<file path="src/rtl/muldiv_pkg.sv">
// Shared definitions for the iterative divide/multiply unit and the EX stage that drives it.
package muldiv_pkg;

  localparam int DEFAULT_WIDTH = 32;

  typedef enum logic [1:0] {
    IDLE    = 2'b00,
    CALC    = 2'b01,
    DIVZERO = 2'b10,
    DONE    = 2'b11
  } state_e;

  localparam logic OP_DIV = 1'b0;
  localparam logic OP_MUL = 1'b1;

  // Handshake levels as seen from EX
  localparam logic DivStart       = 1'b1;
  localparam logic DivStop        = 1'b0;
  localparam logic ResultReady    = 1'b1;
  localparam logic ResultNotReady = 1'b0;

endpackage

</file>
<file path="src/rtl/iter_muldiv_if.sv">
// Request/response bundle between EX and the iterative divide/multiply unit.
interface iter_muldiv_if #(
  parameter int WIDTH = muldiv_pkg::DEFAULT_WIDTH
);

  logic                 start_i;
  logic                 annul_i;
  logic                 signed_i;
  logic                 op_i;
  logic [WIDTH-1:0]     opdata1_i;
  logic [WIDTH-1:0]     opdata2_i;
  logic                 busy_o;
  logic                 ready_o;
  logic                 div_zero_o;
  logic [2*WIDTH-1:0]   result_o;

  modport master (
    output start_i, annul_i, signed_i, op_i, opdata1_i, opdata2_i,
    input  busy_o, ready_o, div_zero_o, result_o
  );

  modport slave (
    input  start_i, annul_i, signed_i, op_i, opdata1_i, opdata2_i,
    output busy_o, ready_o, div_zero_o, result_o
  );

endinterface

</file>
<file path="src/rtl/iter_muldiv_step.sv">
// One combinational iteration on magnitudes: restoring-division step, or shift-add step
// when ITER_MULDIV_MUL_EN is defined and op selects multiply.
module iter_muldiv_step
  import muldiv_pkg::*;
#(
  parameter int WIDTH = DEFAULT_WIDTH
) (
`ifdef ITER_MULDIV_MUL_EN
  input  logic             op,
`endif
  input  logic [WIDTH-1:0] hi,
  input  logic [WIDTH-1:0] lo,
  input  logic [WIDTH-1:0] opnd,
  output logic [WIDTH-1:0] hi_next,
  output logic [WIDTH-1:0] lo_next
);

  logic [WIDTH:0]   partial;
  logic             fits;
  logic [WIDTH-1:0] trial;
  logic [WIDTH-1:0] div_hi;
  logic [WIDTH-1:0] div_lo;

  // Remainder stays below the divisor, so a WIDTH-bit difference is exact whenever it fits
  assign partial = {hi, lo[WIDTH-1]};
  assign fits    = (partial >= {1'b0, opnd});
  assign trial   = partial[WIDTH-1:0] - opnd;
  assign div_hi  = fits ? trial : partial[WIDTH-1:0];
  assign div_lo  = {lo[WIDTH-2:0], fits};

`ifdef ITER_MULDIV_MUL_EN
  logic [WIDTH:0] sum;

  assign sum = {1'b0, hi} + (lo[0] ? {1'b0, opnd} : {(WIDTH+1){1'b0}});

  // Pick the step flavour for the operation in flight
  always_comb begin
    hi_next = div_hi;
    lo_next = div_lo;
    if (op == OP_MUL) begin
      hi_next = sum[WIDTH:1];
      lo_next = {sum[0], lo[WIDTH-1:1]};
    end else begin
      hi_next = div_hi;
      lo_next = div_lo;
    end
  end
`else
  assign hi_next = div_hi;
  assign lo_next = div_lo;
`endif

endmodule

</file>
<file path="src/rtl/iter_muldiv.sv">
// Iterative one-bit-per-cycle divider producing {remainder, quotient}; defining
// ITER_MULDIV_MUL_EN adds an iterative multiplier selected by op_i.
module iter_muldiv
  import muldiv_pkg::*;
#(
  parameter int WIDTH = DEFAULT_WIDTH
) (
  input logic          clk,
  input logic          rst,
  iter_muldiv_if.slave bus
);

  localparam int CNT_W = $clog2(WIDTH) + 1;
  localparam logic [CNT_W-1:0] LAST_CNT = CNT_W'(WIDTH - 1);

  state_e             state;
  logic [CNT_W-1:0]   cnt;
  logic [WIDTH-1:0]   hi;
  logic [WIDTH-1:0]   lo;
  logic [WIDTH-1:0]   opnd;
  logic               neg_quo;
  logic               neg_rem;
  logic               busy;
  logic               ready;
  logic               div_zero;
  logic [2*WIDTH-1:0] result;

  logic               sign1;
  logic               sign2;
  logic [WIDTH-1:0]   mag1;
  logic [WIDTH-1:0]   mag2;
  logic               is_mul_req;
  logic [WIDTH-1:0]   hi_next;
  logic [WIDTH-1:0]   lo_next;
  logic [2*WIDTH-1:0] div_fixed;
  logic [2*WIDTH-1:0] final_result;

  // The magnitude of the most negative value is still exact when read as unsigned
  function automatic logic [WIDTH-1:0] neg_if(input logic [WIDTH-1:0] x, input logic neg);
    if (neg) begin
      return (~x) + {{(WIDTH-1){1'b0}}, 1'b1};
    end else begin
      return x;
    end
  endfunction

  assign sign1 = bus.signed_i & bus.opdata1_i[WIDTH-1];
  assign sign2 = bus.signed_i & bus.opdata2_i[WIDTH-1];
  assign mag1  = neg_if(bus.opdata1_i, sign1);
  assign mag2  = neg_if(bus.opdata2_i, sign2);

`ifdef ITER_MULDIV_MUL_EN
  logic op_mul;

  function automatic logic [2*WIDTH-1:0] neg_wide_if(input logic [2*WIDTH-1:0] x, input logic neg);
    if (neg) begin
      return (~x) + {{(2*WIDTH-1){1'b0}}, 1'b1};
    end else begin
      return x;
    end
  endfunction

  assign is_mul_req = (bus.op_i == OP_MUL);

  iter_muldiv_step #(.WIDTH(WIDTH)) u_step (
    .op      (op_mul),
    .hi      (hi),
    .lo      (lo),
    .opnd    (opnd),
    .hi_next (hi_next),
    .lo_next (lo_next)
  );
`else
  logic unused_op;

  assign unused_op  = bus.op_i;
  assign is_mul_req = 1'b0;

  iter_muldiv_step #(.WIDTH(WIDTH)) u_step (
    .hi      (hi),
    .lo      (lo),
    .opnd    (opnd),
    .hi_next (hi_next),
    .lo_next (lo_next)
  );
`endif

  assign div_fixed = {neg_if(hi_next, neg_rem), neg_if(lo_next, neg_quo)};

  // Sign-corrected value of the final iteration
  always_comb begin
    final_result = div_fixed;
`ifdef ITER_MULDIV_MUL_EN
    if (op_mul == OP_MUL) begin
      final_result = neg_wide_if({hi_next, lo_next}, neg_quo);
    end else begin
      final_result = div_fixed;
    end
`endif
  end

  // Control FSM with registered outputs
  always_ff @(posedge clk or posedge rst) begin
    if (rst) begin
      state    <= IDLE;
      cnt      <= {CNT_W{1'b0}};
      hi       <= {WIDTH{1'b0}};
      lo       <= {WIDTH{1'b0}};
      opnd     <= {WIDTH{1'b0}};
      neg_quo  <= 1'b0;
      neg_rem  <= 1'b0;
      busy     <= 1'b0;
      ready    <= ResultNotReady;
      div_zero <= 1'b0;
      result   <= {(2*WIDTH){1'b0}};
`ifdef ITER_MULDIV_MUL_EN
      op_mul   <= OP_DIV;
`endif
    end else begin
      ready    <= ResultNotReady;
      div_zero <= 1'b0;
      case (state)
        IDLE: begin
          if (bus.start_i && !bus.annul_i) begin
            busy    <= 1'b1;
            cnt     <= {CNT_W{1'b0}};
            hi      <= {WIDTH{1'b0}};
            neg_quo <= sign1 ^ sign2;
            neg_rem <= sign1;
`ifdef ITER_MULDIV_MUL_EN
            op_mul  <= is_mul_req;
`endif
            if (is_mul_req) begin
              lo    <= mag2;
              opnd  <= mag1;
              state <= CALC;
            end else if (bus.opdata2_i == {WIDTH{1'b0}}) begin
              // Raw dividend is kept so it can be returned as the remainder
              lo    <= bus.opdata1_i;
              opnd  <= {WIDTH{1'b0}};
              state <= DIVZERO;
            end else begin
              lo    <= mag1;
              opnd  <= mag2;
              state <= CALC;
            end
          end else begin
            state <= IDLE;
          end
        end
        CALC: begin
          if (bus.annul_i) begin
            busy  <= 1'b0;
            state <= IDLE;
          end else begin
            hi  <= hi_next;
            lo  <= lo_next;
            cnt <= cnt + {{(CNT_W-1){1'b0}}, 1'b1};
            if (cnt == LAST_CNT) begin
              result <= final_result;
              ready  <= ResultReady;
              state  <= DONE;
            end else begin
              state  <= CALC;
            end
          end
        end
        DIVZERO: begin
          if (bus.annul_i) begin
            busy  <= 1'b0;
            state <= IDLE;
          end else begin
            result   <= {lo, {WIDTH{1'b1}}};
            ready    <= ResultReady;
            div_zero <= 1'b1;
            state    <= DONE;
          end
        end
        DONE: begin
          busy  <= 1'b0;
          state <= IDLE;
        end
        default: begin
          busy  <= 1'b0;
          state <= IDLE;
        end
      endcase
    end
  end

  assign bus.busy_o     = busy;
  assign bus.ready_o    = ready;
  assign bus.div_zero_o = div_zero;
  assign bus.result_o   = result;

endmodule

</file>
<file path="src/flat_wrapper.sv">
// flat-port wrapper written by rule: the top's interface ports become plain ports
module iter_muldiv_flat import muldiv_pkg::*;
#(
  parameter int WIDTH = DEFAULT_WIDTH
)
  (clk, rst, bus_start_i, bus_annul_i, bus_signed_i, bus_op_i, bus_opdata1_i, bus_opdata2_i, bus_busy_o, bus_ready_o, bus_div_zero_o, bus_result_o);
  iter_muldiv_if #(.WIDTH(WIDTH)) bus_i ();
  input logic clk;
  input logic rst;
  input wire logic [$bits(bus_i.start_i)-1:0] bus_start_i;
  input wire logic [$bits(bus_i.annul_i)-1:0] bus_annul_i;
  input wire logic [$bits(bus_i.signed_i)-1:0] bus_signed_i;
  input wire logic [$bits(bus_i.op_i)-1:0] bus_op_i;
  input wire logic [$bits(bus_i.opdata1_i)-1:0] bus_opdata1_i;
  input wire logic [$bits(bus_i.opdata2_i)-1:0] bus_opdata2_i;
  output wire logic [$bits(bus_i.busy_o)-1:0] bus_busy_o;
  output wire logic [$bits(bus_i.ready_o)-1:0] bus_ready_o;
  output wire logic [$bits(bus_i.div_zero_o)-1:0] bus_div_zero_o;
  output wire logic [$bits(bus_i.result_o)-1:0] bus_result_o;
  assign bus_i.start_i = bus_start_i;
  assign bus_i.annul_i = bus_annul_i;
  assign bus_i.signed_i = bus_signed_i;
  assign bus_i.op_i = bus_op_i;
  assign bus_i.opdata1_i = bus_opdata1_i;
  assign bus_i.opdata2_i = bus_opdata2_i;
  assign bus_busy_o = bus_i.busy_o;
  assign bus_ready_o = bus_i.ready_o;
  assign bus_div_zero_o = bus_i.div_zero_o;
  assign bus_result_o = bus_i.result_o;
  iter_muldiv #(.WIDTH(WIDTH)) u_core (.clk(clk), .rst(rst), .bus(bus_i));
endmodule
</file>
<file path="config.mk">
export PLATFORM = sky130hd
export DESIGN_NAME = iter_muldiv_flat
export DESIGN_NICKNAME = d
export VERILOG_FILES = /design/src/rtl/muldiv_pkg.sv /design/src/rtl/iter_muldiv_if.sv /design/src/rtl/iter_muldiv_step.sv /design/src/rtl/iter_muldiv.sv /design/src/flat_wrapper.sv
export SDC_FILE = /design/constraint.sdc
export NUM_CORES = 1
export LEC_CHECK = 0
export BUFFER_PORTS_ARGS = -buffer_cell sky130_fd_sc_hd__buf_2
export CAP_MARGIN = 10
export CORE_UTILIZATION = 50
export DETAILED_ROUTE_END_ITERATION = 16
export PLACE_DENSITY = 0.75
export SYNTH_ARGS = -nofsm -noshare
export SYNTH_HDL_FRONTEND = slang
export SYNTH_SLANG_ARGS = --single-unit
</file>
<file path="constraint.sdc">
create_clock -name clk -period 6.95 [get_ports clk]
set_input_delay 1.39 -clock clk [delete_from_list [all_inputs] [get_ports clk]]
set_output_delay 1.39 -clock clk [all_outputs]
set_load 0.02 [all_outputs]
</file>
-- Word-level counts from Yosys, hierarchy flattened
Index checks and enable logic that the tools add are counted.
- register bits after elaboration: 173
- input bits: 70
- output and inout bits: 67
- logic and storage cells: 79
- add/sub/neg operators: 6
- order comparisons: 1
- eq/ne operators: 9
- multiplexer cells: 34
- bitwise operators: 7
- reductions and logical operators: 11
- operators with widths (cell ; count):
    32-bit 2-to-1 mux ; 11
    64-bit 2-to-1 mux ; 3
    32-bit by 1-bit adder with 32-bit output (second input constant) ; 4
    32-bit NOT ; 4
    32-bit case mux with 2 select lines ; 2
    64-bit case mux with 2 select lines ; 1
    33-bit by 32-bit >= comparator with 1-bit output ; 1
    32-bit zero test ; 1
    32-bit subtractor ; 1
    6-bit 2-to-1 mux ; 2
    6-bit case mux with 2 select lines ; 1
    2-bit 2-to-1 mux ; 5
    2-bit case mux with 4 select lines ; 1
    6-bit by 1-bit adder with 6-bit output (second input constant) ; 1
    6-bit by 5-bit equality test with 1-bit output (second input constant) ; 1
    1-bit 2-to-1 mux ; 6
    2-bit by 1-bit != test with 1-bit output (second input constant) ; 3
    2-bit equality test (second input constant) ; 2
    2-bit != test (second input constant) ; 2
    2-bit AND reduction ; 2
    4-bit AND reduction ; 1
    2-bit nonzero test ; 2
    1-bit case mux with 3 select lines ; 1
    3-bit AND reduction ; 1
    other kinds (8) ; 9

-- Depth between registers and ports, before layout
Gate-level depths: netlist of the first run.
- depth after elaboration: 8
- gate-level depth with buffers: 25
- gate-level depth less buffers: 19

-- Cells and area by module
Synthesis of the first run repeated with hierarchy kept, for this count alone.
- cells, all modules: 1429
- area total of the unflattened synthesis: 12185.4 um2
- by module, submodules not included (module ; instances ; cells an instance ; area an instance (um2)):
    iter_muldiv ; 1 ; 1074 ; 9614.2
    iter_muldiv_step ; 1 ; 355 ; 2571.2

-- Worst setup path after synthesis of the first run
No wires, ideal clock.
- kind: register to register
- start: reg u_core.hi[7]
- end: reg u_core.result[54] (netlist: u_core.bus.result_o[54])
- setup time: 0.082 ns
- data arrival time: 4.979 ns
- path slack: 1.889 ns
- stages on the path, launching flop included: 23
- path through: dfrtp_1 > ha_1 > buf_2 > a21oi_1 > o21ai_1 > a21o_1 > o311ai_2 > nand2_2 > buf_2 > buf_4 > buf_2 > buf_2 > o21ai_0 > ha_1 > nand2_1 > a2111o_1 > a2111o_1 > nor2b_2 > o22ai_2 > nor4_4 > nor2_2 > or3_1 > a31oi_1
- cells in the longest elaborated chain, start to end: 8
- elaborated cells on any way between the ends: 9
- ends and longest elaborated chain (element ; line ; RTL):
    start: declaration ; iter_muldiv.sv:18 ; logic [WIDTH-1:0] hi;
    start signal: assignment ; iter_muldiv.sv:107 ; hi <= {WIDTH{1'b0}};
    start signal: assignment ; iter_muldiv.sv:127 ; hi <= {WIDTH{1'b0}};
    start signal: assignment ; iter_muldiv.sv:156 ; hi <= hi_next;
    32-bit subtractor or 33-bit by 32-bit >= comparator with 1-bit output (tied branches) ; iter_muldiv_step.sv:27, iter_muldiv_step.sv:26 ;
    32-bit 2-to-1 mux (*) ; iter_muldiv_step.sv:28 ; assign div_hi = fits ? trial : partial[WIDTH-1:0];
    32-bit NOT ; iter_muldiv.sv:41 ; return (~x) + {{(WIDTH-1){1'b0}}, 1'b1};
    32-bit by 1-bit adder with 32-bit output ; iter_muldiv.sv:41 ;
    32-bit 2-to-1 mux (*) ; iter_muldiv.sv:40 ; if (neg) begin
    64-bit 2-to-1 mux (*) ; iter_muldiv.sv:159 ; if (cnt == LAST_CNT) begin
    64-bit 2-to-1 mux (*) ; iter_muldiv.sv:152 ; if (bus.annul_i) begin
    64-bit case mux with 2 select lines (*) ; iter_muldiv.sv:122 ; case (state)
    end signal: assignment ; iter_muldiv.sv:115 ; result <= {(2*WIDTH){1'b0}};
    end signal: assignment ; iter_muldiv.sv:160 ; result <= final_result;
    end signal: assignment ; iter_muldiv.sv:173 ; result <= {lo, {WIDTH{1'b1}}};
    end: declaration ; iter_muldiv.sv:26 ; logic [2*WIDTH-1:0] result;
Every way passes the cells marked *; elsewhere a longest branch is shown, timed or not. The select of a mux whose other input is x is not followed.
A chain may end at the register's enable or synchronous reset.

-- Worst setup path in the final report of the first run
- start: reg u_core.hi[9]
- end: reg u_core.result[54] (netlist: u_core.bus.result_o[54])
Same word-level chain as after synthesis.

==> results of run 1 <==
tightest hold or removal path, cell delays in order (launching register included):
cell and delay, ns:
dfrtp_1 0.34, nand2_1 0.05, o21ai_0 0.06
power by group through the flow:
stage	Combinational [mW]	Clock (mW)	Sequential, mW
floorplan	2.82	0	1.57
global placement	3.67	0	1.58
CTS	3.76	0.979	1.57
finish	3.81	0.966	1.57
detailed placement	3.73	0	1.59
global route	4.20	1.02	1.60
cell families after synthesis:
| group | Yosys count | share of synthesized area [%] |
|---|---|---|
| AND/OR/NAND/NOR | 564 | 21.49 |
| buffers and inverters | 155 | 5.131 |
| flip-flops | 173 | 34.47 |
| XOR/XNOR | 134 | 9.345 |
| AO/OA/AOI/OAI | 488 | 23.17 |
| multiplexers | 28 | 2.251 |
| adder cells (fa/ha/maj) | 41 | 4.144 |
placed cells by master, fill, tap and decap left out, types with 13 or more instances in the layout:
master / netlist / layout
buf_2: 17 / 135
o21ai_1: 22 / 23
inv_1: 58 / 57
nand4_1: 17 / 17
nand3_1: 25 / 25
o211ai_1: 13 / 13
or3_1: 25 / 25
nor3_1: 34 / 33
mux2i_1: 26 / 26
dfrtp_1: 173 / 173
buf_4: 5 / 14
xnor2_1: 56 / 56
nand2b_1: 21 / 21
xor2_1: 78 / 78
nor4_1: 20 / 20
a21oi_1: 159 / 159
ha_1: 40 / 39
nor2_1: 147 / 147
nand2_1: 207 / 207
a31oi_1: 17 / 17
o31ai_1: 15 / 15
clkbuf_16: 0 / 17
o21ai_0: 158 / 156
path summary, 6_finish.rpt:
check	to	slack [ns]	depth (start not counted)
max	u_core.bus.result_o[54]$_DFFE_PP0P_	1.52	17
min in group asynchronous	u_core.hi[7]$_DFFE_PP0P_	0.98	2
min	u_core.opnd[11]$_DFFE_PP0P_	0.48	2
max reg2reg	u_core.bus.result_o[54]$_DFFE_PP0P_	1.52	17
min reg2reg	u_core.opnd[11]$_DFFE_PP0P_	0.48	2
max in group asynchronous	u_core.hi[26]$_DFFE_PP0P_	4.62	3
final cells by class:
type	instances	area, um2	area share [%]
multi-input combinational	1255	7600	54.59
tap	324	405.4	2.912
inverter	59	226.5	1.627
clock buffer	18	429.2	3.083
sequential	173	4329	31.10
timing repair buffer	149	780.7	5.608
clock inverter	14	150.1	1.079
per-layer routing:
layer | track usage, % | vias to the layer above | part of all wire (%)
met1 | 39.14 | 5639 | 46
met5 | 0 | - | 0
met2 | 45.38 | 359 | 48
li1 | - | 5757 | -
met3 | 3.667 | 43 | 4.5
met4 | 6.926 | 0 | 1.8
flip-flops by register name, indices dropped and copies added (netlist names):
signal                 flops
u_core.state               2
u_core.cnt                 6
u_core.neg_rem             1
u_core.lo                 32
u_core.bus.result_o       64
u_core.hi                 32
u_core.opnd               32
u_core.neg_quo             1
u_core.bus.busy_o          1
u_core.bus.div_zero_o      1
u_core.bus.ready_o         1
==> impl_metrics.toml, run 1 <==
[worst_setup_path]
critPathSlowestCell = "ha_1"
required_ns = 7.31
end_kind = "register"
crit_start = "u_core.hi[9]$_DFFE_PP0P_"
rr_startpoint = "u_core.hi[9]$_DFFE_PP0P_"
path_cells = "ha_1, a21oi_1, o21ai_0, a21o_1, o311ai_2, nand2_2, o21ai_0, ha_1, nand2_1, a2111o_1, a2111o_1, nor2b_2, o22ai_2, nor4_4, nor2_2, or3_1, a31oi_1"
start_kind = "register"
cp_num_buf_inv = 0
crit_type = "reg2reg"
worstPathArrival_ns = 5.79
cpPeakStageDelay_ns = 0.49
path_delay_family = "compound AO/OA/AOI/OAI gates"
cp_max_fo = 12

[synth]
ys.flop_type = "dfrtp_1"
synth_edf_count = 0
syn-instance-count = 1583
postSynthAreaPerCell_um2 = 7.934
synth_fp_nets = 1694
yosys.area.top_type = "dfrtp_1"
synth_cell_types = 82
syn_area_mm2 = 0.01256
netlist_top_cells_count = "207 x nand2_1, 173 x dfrtp_1, 159 x a21oi_1, 158 x o21ai_0, 147 x nor2_1"
seq_area_frac_synth_pct = 34.47
ys_warn_count = 0
async_flop_share_pct = 100.0
synth_area_leaders = "dfrtp_1 34%, a21oi_1 6.3%, o21ai_0 6.3%"
ys_ff_latch = 173
synth_top_area_share_pct = 34.47
synth_most_common_cell = "nand2_1"

[timing]
fmax_mhz = 184.1
min_period_ns = 5.432
finalSetupTns_ns = 0
rsz0062_at_grt = "false"
worst_slew_pin_slew_ns = 1.089
hold_violations = 0
timing.slew.headroom_pct = 27.25
whs_ns = 0.4792
finalCritPeriodShare_pct = 78.16
setup_viol = 0
worst_slack_ns = 1.518
skew_ns = 0.009988
maxSlewViolCount = 0

[clock_tree]
h-tree-depth = 4
worstSkewPairLatency_ns = 0.44
ctsResizeCount = 0
cts_buffer_depth = 2
clock-sinks = 173
cts-root-buf = "clkbuf_16"
clk_pin_slew_ns = 0.07
cts_hold_buf = 0
cts_setup_buffers = 0
cts_made_buffers = 17
cts_tree = "yes"

[detailed_routing]
via_count = 11800
drt_wl_total_um = 35240
drt_first_pass_iters = 6
ant_nets = 0
wl_per_cell_um = 17.69
drc = 0
drt_iter0_markers = 983
viasPerCell = 5.923

[global_route]
grt_usage_pct = 27.88
grt_pass1_wl_um = 57710
grt_pass1_vias = 10990
antenna_found_initial = 0
overflow = 0
grt_start_max_net_pins = 76

[floorplan]
dieArea_mm2 = 0.02576
die_w_um = 160.5
coreArea_mm2 = 0.02446
die_h_um = 160.5
start_util_pct = 51.34
rows = 57
ios = 137

[placement]
gp_congestion = 0.9292
hpwl_um = 26450
dpl-instance-area_mm2 = 0.01334
dpl.cell_count = 1960
dpl_worst_slack_ns = 1.620
io_buffers = 135

[power]
p_int_mw = 3.131
power_mw = 6.355
ir_worst_vdd_mv = 0.3091
p_seq_share_pct = 24.8
power.density_cell_area_mw_per_mm2 = 456.5
clockPowerShare_pct = 15.2
power_frac_comb_pct = 60.0
leakage_nw = 5.919
swShare_pct = 50.73
switching_power_mw = 3.224

[layout]
instances_no_fill = 1992
post-route-util_pct = 56.91
syn_to_final_growth_pct = 10.84
final_nets = 1766
drive_gt1_share_pct = 12.71
fillers = 2255
fin_area_mm2 = 0.01392
antennaDiodeCount = 0

[status]
status = "finished, final reports clean"

[min_path]
hp-start = "u_core.opnd[11]$_DFFE_PP0P_"
hp-class = "reg2reg"

[job]
drv_cap = 0
No activity file was read; power rests on OpenSTA's default activity.
==> run 2, diff against run 1 <==
--- a/config.mk
+++ b/config.mk
@@ -9,7 +9,7 @@
 export CAP_MARGIN = 10
 export CORE_UTILIZATION = 50
 export DETAILED_ROUTE_END_ITERATION = 16
-export PLACE_DENSITY = 0.75
+export PLACE_DENSITY = 0.77
 export SYNTH_ARGS = -nofsm -noshare
 export SYNTH_HDL_FRONTEND = slang
 export SYNTH_SLANG_ARGS = --single-unit
==> constraint.sdc (replaced) <==
create_clock -name clk -period 4.46 [get_ports clk]
set_input_delay 0.892 -clock clk [delete_from_list [all_inputs] [get_ports clk]]
set_output_delay 0.892 -clock clk [all_outputs]
set_load 0.02 [all_outputs]
==> run 2 against run 1 <==
  * Worst hold slack got worse by 0.0017 ns
  * Sequential power up 55%
  * Non-clock buffer count up 82
  * Clock-buffer cell count fell by 1
  * Sequential share of layout area decreased by 2.1 points
  * Design area grew 7.5%
  * Largest cell class unchanged
==> impl_metrics.toml, run 2 (synthesis results as in run 1) <==
[power]
leakage_nw = 6.313
swShare_pct = 49.41
ir_worst_vdd_mv = 0.4230
power.density_cell_area_mw_per_mm2 = 742.7
clockPowerShare_pct = 14.0
p_seq_share_pct = 22.0
power_frac_comb_pct = 64.0
p_int_mw = 5.621
switching_power_mw = 5.490

[detailed_routing]
drc = 0
viasPerCell = 5.916
drt_first_pass_iters = 6
ant_nets = 0
drt_iter0_markers = 1174
wl_per_cell_um = 17.99
drt_wl_total_um = 37310
via_count = 12270

[min_path]
hp-class = "in2async"

[global_route]
overflow = 0
use_met3_pct = 3.590
antenna_found_initial = 0
grtUsageMet1_pct = 39.53
grt_pass1_vias = 11390
grt_usage_pct = 28.76
grt_pass1_wl_um = 59350
grt_start_max_net_pins = 111
top_usage_layer = "met2"
use_met2_pct = 47.74

[worst_setup_path]
rrSetupSlack_ns = 0.008
worstPathArrival_ns = 4.82
required_ns = 4.82
end_kind = "register"
crit_type = "reg2reg"
start_kind = "register"
cp_max_fo = 7

[timing]
fmax_mhz = 224.6
min_period_ns = 4.452
whs_ns = 0.4776
worst_slack_ns = 0.007631
hold_violations = 0
timing.slew.headroom_pct = 27.34
rsz0062_at_grt = "true"
maxSlewViolCount = 0
worst_slew_pin_slew_ns = 1.088
skew_ns = 0.01539
finalSetupTns_ns = 0
finalCritPeriodShare_pct = 99.83
setup_viol = 0

[floorplan]
rows = 57
die_h_um = 160.5
die_w_um = 160.5
start_util_pct = 51.34
coreArea_mm2 = 0.02446
dieArea_mm2 = 0.02576
ios = 137

[clock_tree]
clk_pin_slew_ns = 0.08
h-tree-depth = 4
cts_made_buffers = 17
cts_buffer_depth = 2
clock-sinks = 173
worstSkewPairLatency_ns = 0.45
cts_hold_buf = 0
cts-root-buf = "clkbuf_16"
cts_tree = "yes"

[job]
drv_cap = 0

[placement]
hpwl_um = 27640
io_buffers = 135
dpl_worst_slack_ns = -0.003607
gp_congestion = 0.8943
dpl.cell_count = 2032
dpl-instance-area_mm2 = 0.01396

[layout]
largest_reg_flops = 64
syn_to_final_growth_pct = 19.13
antennaDiodeCount = 0
instances_no_fill = 2074
fin_area_mm2 = 0.01496
final_common_cell = "nand2_1"
final_cell_mix = "206 x nand2_1, 163 x dfrtp_1, 155 x a21oi_1"
final_nets = 1848
drive_gt1_share_pct = 20.23

[status]
status = "finished, final reports clean"
==> run 2: cell count changes in the layout (fill, tap and decap cells not counted), moves of 4 or more <==
cell | previous run | this run
inv_1 | 57 | 52
buf_4 | 14 | 94
ha_2 | 1 | 6
a21oi_1 | 159 | 155
o21ai_0 | 156 | 152
inv_2 | 1 | 6
dfrtp_1 | 173 | 163
dfrtp_2 | 0 | 10
ha_4 | 0 | 16
ha_1 | 39 | 18
==> run 2: repair_timing <==
action,CTS,global route
endpoints found under the setup margin,1,15
gates resized for setup,2,66
buffers inserted,0,10
pin swaps,0,26
==> run 2: area by class of cell <==
type	count	area (um2)
Fill cell	2170	9500
Multi-Input combinational cell	1255	7976
Clock buffer	17	425.4
Clock inverter	15	175.2
Sequential cell	173	4342
Inverter	59	225.2
Timing Repair Buffer	231	1413
Tap cell	324	405.4
==> run 2: path summary, 6_finish.rpt <==
kind / cells past startpoint / end / startpoint
setup / recovery: 17 / u_core.bus.result_o[54]$_DFFE_PP0P_ / u_core.hi[11]$_DFFE_PP0P_
max in group asynchronous: 3 / u_core.hi[17]$_DFFE_PP0P_ / rst
hold / removal: 2 / u_core.opnd[13]$_DFFE_PP0P_ / rst
min in group clk: 2 / u_core.bus.result_o[40]$_DFFE_PP0P_ / u_core.bus.result_o[40]$_DFFE_PP0P_
setup reg to reg: 17 / u_core.bus.result_o[54]$_DFFE_PP0P_ / u_core.hi[11]$_DFFE_PP0P_
hold reg to reg: 2 / u_core.bus.result_o[40]$_DFFE_PP0P_ / u_core.bus.result_o[40]$_DFFE_PP0P_
==> run 2: power by group through the flow <==
stage          logic [mW]  clock network (mW)  registers, mW
2_1_floorplan        4.57                   0           2.45
3_3_place_gp         6.41                   0           2.42
3_5_place_dp         6.51                   0           2.43
4_1_cts              6.58                1.58           2.40
5_1_grt              7.72                1.63           2.49
6_report             7.11                1.56           2.44
==> run 2: stage by stage <==
stage                     util [%]  power, mW
after detailed placement     57.05      8.943
after floorplan                  -      7.013
after CTS                    59.52      10.56
after global routing         61.16      11.84
after global placement       57.05      8.820
final                        61.16      11.11
==> run 2: worst max-delay path: stages, from the launching register on <==
cell and delay [ns]:
dfrtp_2 0.46, ha_4 0.34, nand4_4 0.10, or3_4 0.40, a211oi_4 0.29, o311ai_4 0.12, nand2_2 0.17, mux2i_2 0.25
ha_2 0.21, nand2_1 0.05, a2111o_1 0.38, a2111o_1 0.41, nor2b_4 0.18, o22ai_4 0.12, nor4_4 0.35, nor2_2 0.06
or3_1 0.31, a31oi_1 0.15
==> run 2: layer usage <==
metal	part of all wire (%)	wire length, um	up-vias
met5	0	0	-
met4	2.2	816	0
met3	4.7	1766	53
met2	48	18020	368
met1	45	16700	5910
li1	-	-	5939
==> run 3, diff against run 2 <==
--- a/config.mk
+++ b/config.mk
@@ -9,6 +9,7 @@
 export CAP_MARGIN = 10
 export CORE_UTILIZATION = 50
 export DETAILED_ROUTE_END_ITERATION = 16
+export GPL_TIMING_DRIVEN = 0
 export PLACE_DENSITY = 0.77
 export SYNTH_ARGS = -nofsm -noshare
 export SYNTH_HDL_FRONTEND = slang
==> run 3 against run 2 <==
  * The flow now finishes with violations (setup timing)
  * Via count grew 6.8%
  * Power grew 4.6%
  * Critical path depth grew 5
  * Design area grew 2.6%
  * Clock power is essentially flat
  * Clock-buffer cell count is the same
  * Utilization grew 1.6 points
  * Critical endpoint is now u_core.bus.result_o[50]$_DFFE_PP0P_
==> impl_metrics.toml, run 3 (synthesis results as in run 1) <==
[clock_tree]
cts_tree = "yes"
worstSkewPairLatency_ns = 0.46
h-tree-depth = 4
clock-sinks = 173
clk_pin_slew_ns = 0.08
cts-root-buf = "clkbuf_16"
cts_buffer_depth = 2
cts_made_buffers = 17

[layout]
final_cell_mix = "204 x nand2_1, 158 x dfrtp_1, 155 x a21oi_1"
drive_gt1_share_pct = 19.61
post-route-util_pct = 62.76
final_common_cell = "nand2_1"
largest_reg_flops = 64
seq_area_mm2 = 0.004348
fillers = 2077
syn_to_final_growth_pct = 22.25
final_nets = 1903
multiInputGateArea_mm2 = 0.008031

[status]
violations = "setup timing"
status = "complete, but fails checks"

[min_path]
hp-class = "reg2reg"
holdPathStages = 2

[worst_setup_path]
path_cells = "inv_1, ha_4, buf_6, nand4_1, nor4_2, a221o_1, a211oi_4, nand2_2, buf_12, buf_12, mux2i_4, ha_4, nand2_2, a2111o_1, a2111o_1, nor2b_4, o22ai_4, buf_4, o21ai_2, xnor2_1, o21ai_0, o21a_1"
crit_type = "reg2reg"
reg2reg_depth = 22
end_kind = "register"
cpPeakStageDelay_ns = 0.43
worstPathArrival_ns = 4.80
critPathSlowestCell = "dfrtp_1"
cp_num_buf_inv = 5
cp_num_cells = 22
required_ns = 4.80
path_delay_family = "compound AO/OA/AOI/OAI gates"
start_kind = "register"
cp_max_fo = 7

[detailed_routing]
via_count = 13100
drt_wl_total_um = 42290
drc = 0
viasPerCell = 6.150
drt_first_pass_iters = 6
drt_iter0_markers = 1512
wl_per_cell_um = 19.85
ant_nets = 0

[floorplan]
dieArea_mm2 = 0.02576
ios = 137
coreArea_mm2 = 0.02446
die_w_um = 160.5
die_h_um = 160.5
start_util_pct = 51.34
rows = 57

[timing]
timing.slew.headroom_pct = 26.60
fmax_mhz = 224.0
worst_slew_pin_slew_ns = 1.091
worst_slack_ns = -0.003532
rsz0062_at_grt = "true"
maxSlewViolCount = 0
min_period_ns = 4.464
setup_viol = 1
finalSetupTns_ns = -0.003532
hold_violations = 0
whs_ns = 0.4862
finalCritPeriodShare_pct = 100.1
skew_ns = 0.02881

[placement]
hpwl_um = 31900
gp_congestion = 0.9441
io_buffers = 134

[power]
ir_worst_vdd_mv = 0.4811
leakage_nw = 6.428
power.density_cell_area_mw_per_mm2 = 757.4
power_mw = 11.63

[global_route]
use_met2_pct = 51.93
grt_pass1_vias = 12350
grt_pass1_wl_um = 66630
grt_start_max_net_pins = 43
overflow = 0
grtUsageMet1_pct = 45.76
top_usage_layer = "met2"
grt_usage_pct = 32.85
antenna_found_initial = 0
use_met3_pct = 4.804

[job]
drv_cap = 0
run 3: changes by cell type in the layout (fill, tap and decap cells not counted), sizes merged:
cell | before | now
clkbuf | 17 | 77
buf | 231 | 226
clkinv | 4 | 7
clkinvlp | 3 | 1
bufinv | 1 | 0
diode | 0 | 1
run 3: worst paths after layout:
kind | start | endpoint | slack, ns
max in group asynchronous | rst | u_core.lo[31]$_DFFE_PP0P_ | 2.96
setup / recovery | u_core.opnd[3]$_DFFE_PP0P_ | u_core.bus.result_o[50]$_DFFE_PP0P_ | -0.004
min in group asynchronous | rst | u_core.hi[10]$_DFFE_PP0P_ | 0.62
hold reg to reg | u_core.opnd[30]$_DFFE_PP0P_ | u_core.opnd[30]$_DFFE_PP0P_ | 0.49
hold / removal | u_core.opnd[30]$_DFFE_PP0P_ | u_core.opnd[30]$_DFFE_PP0P_ | 0.49
setup reg to reg | u_core.opnd[3]$_DFFE_PP0P_ | u_core.bus.result_o[50]$_DFFE_PP0P_ | -0.004
run 3: repair_timing:
item	4_1_cts	5_1_grt
hold buffers	0	0
gates resized for setup	72	37
setup endpoints to repair	26	15
setup buffers	46	15
gates cloned	0	0
hold endpoints to repair	0	0
pin swaps	31	33
run 3: stage by stage:
stage	setup slack, ns	area (um2)	std cells
floorplan	0.006623	12680	1583
global route	-0.1255	15350	2129
finish	-0.003532	15350	2130
CTS	-0.06414	15080	2116
detailed placement	-1.290	13840	2045
global placement	-1.248	13760	2041
run 3: power breakdown:
| part | switching [mW] | leakage [nW] | total (mW) | internal, mW |
|---|---|---|---|---|
| clock | 0.812 | 0.301 | 1.59 | 0.774 |
| sequential | 0.510 | 2.09 | 2.48 | 1.97 |
| combinational | 4.52 | 4.04 | 7.56 | 3.03 |
| total | 5.84 | 6.43 | 11.6 | 5.78 |
run 3: layer usage:
| metal | wire, um | part of all wire (%) | up-vias |
|---|---|---|---|
| met5 | 0 | 0 | - |
| li1 | - | - | 6039 |
| met2 | 19480 | 46 | 702 |
| met3 | 3640 | 8.6 | 92 |
| met4 | 1303 | 3.1 | 0 |
| met1 | 17870 | 42 | 6267 |
run 3: tightest hold or removal path, stage by stage (launching register included):
cell and delay [ns]:
dfrtp_1 0.34, nand2_1 0.05, o21ai_0 0.06
run 3: area by class of cell:
cell class / instances / area share (%)
diodes: 1 / 0.01630
plain buffers: 88 / 3.268
clock buffers: 17 / 2.771
clock inverters: 15 / 1.312
inverters: 59 / 1.516
multi-input cells: 1255 / 52.31
flip-flops and latches: 173 / 28.32
well taps: 324 / 2.640
repair buffers: 198 / 7.848
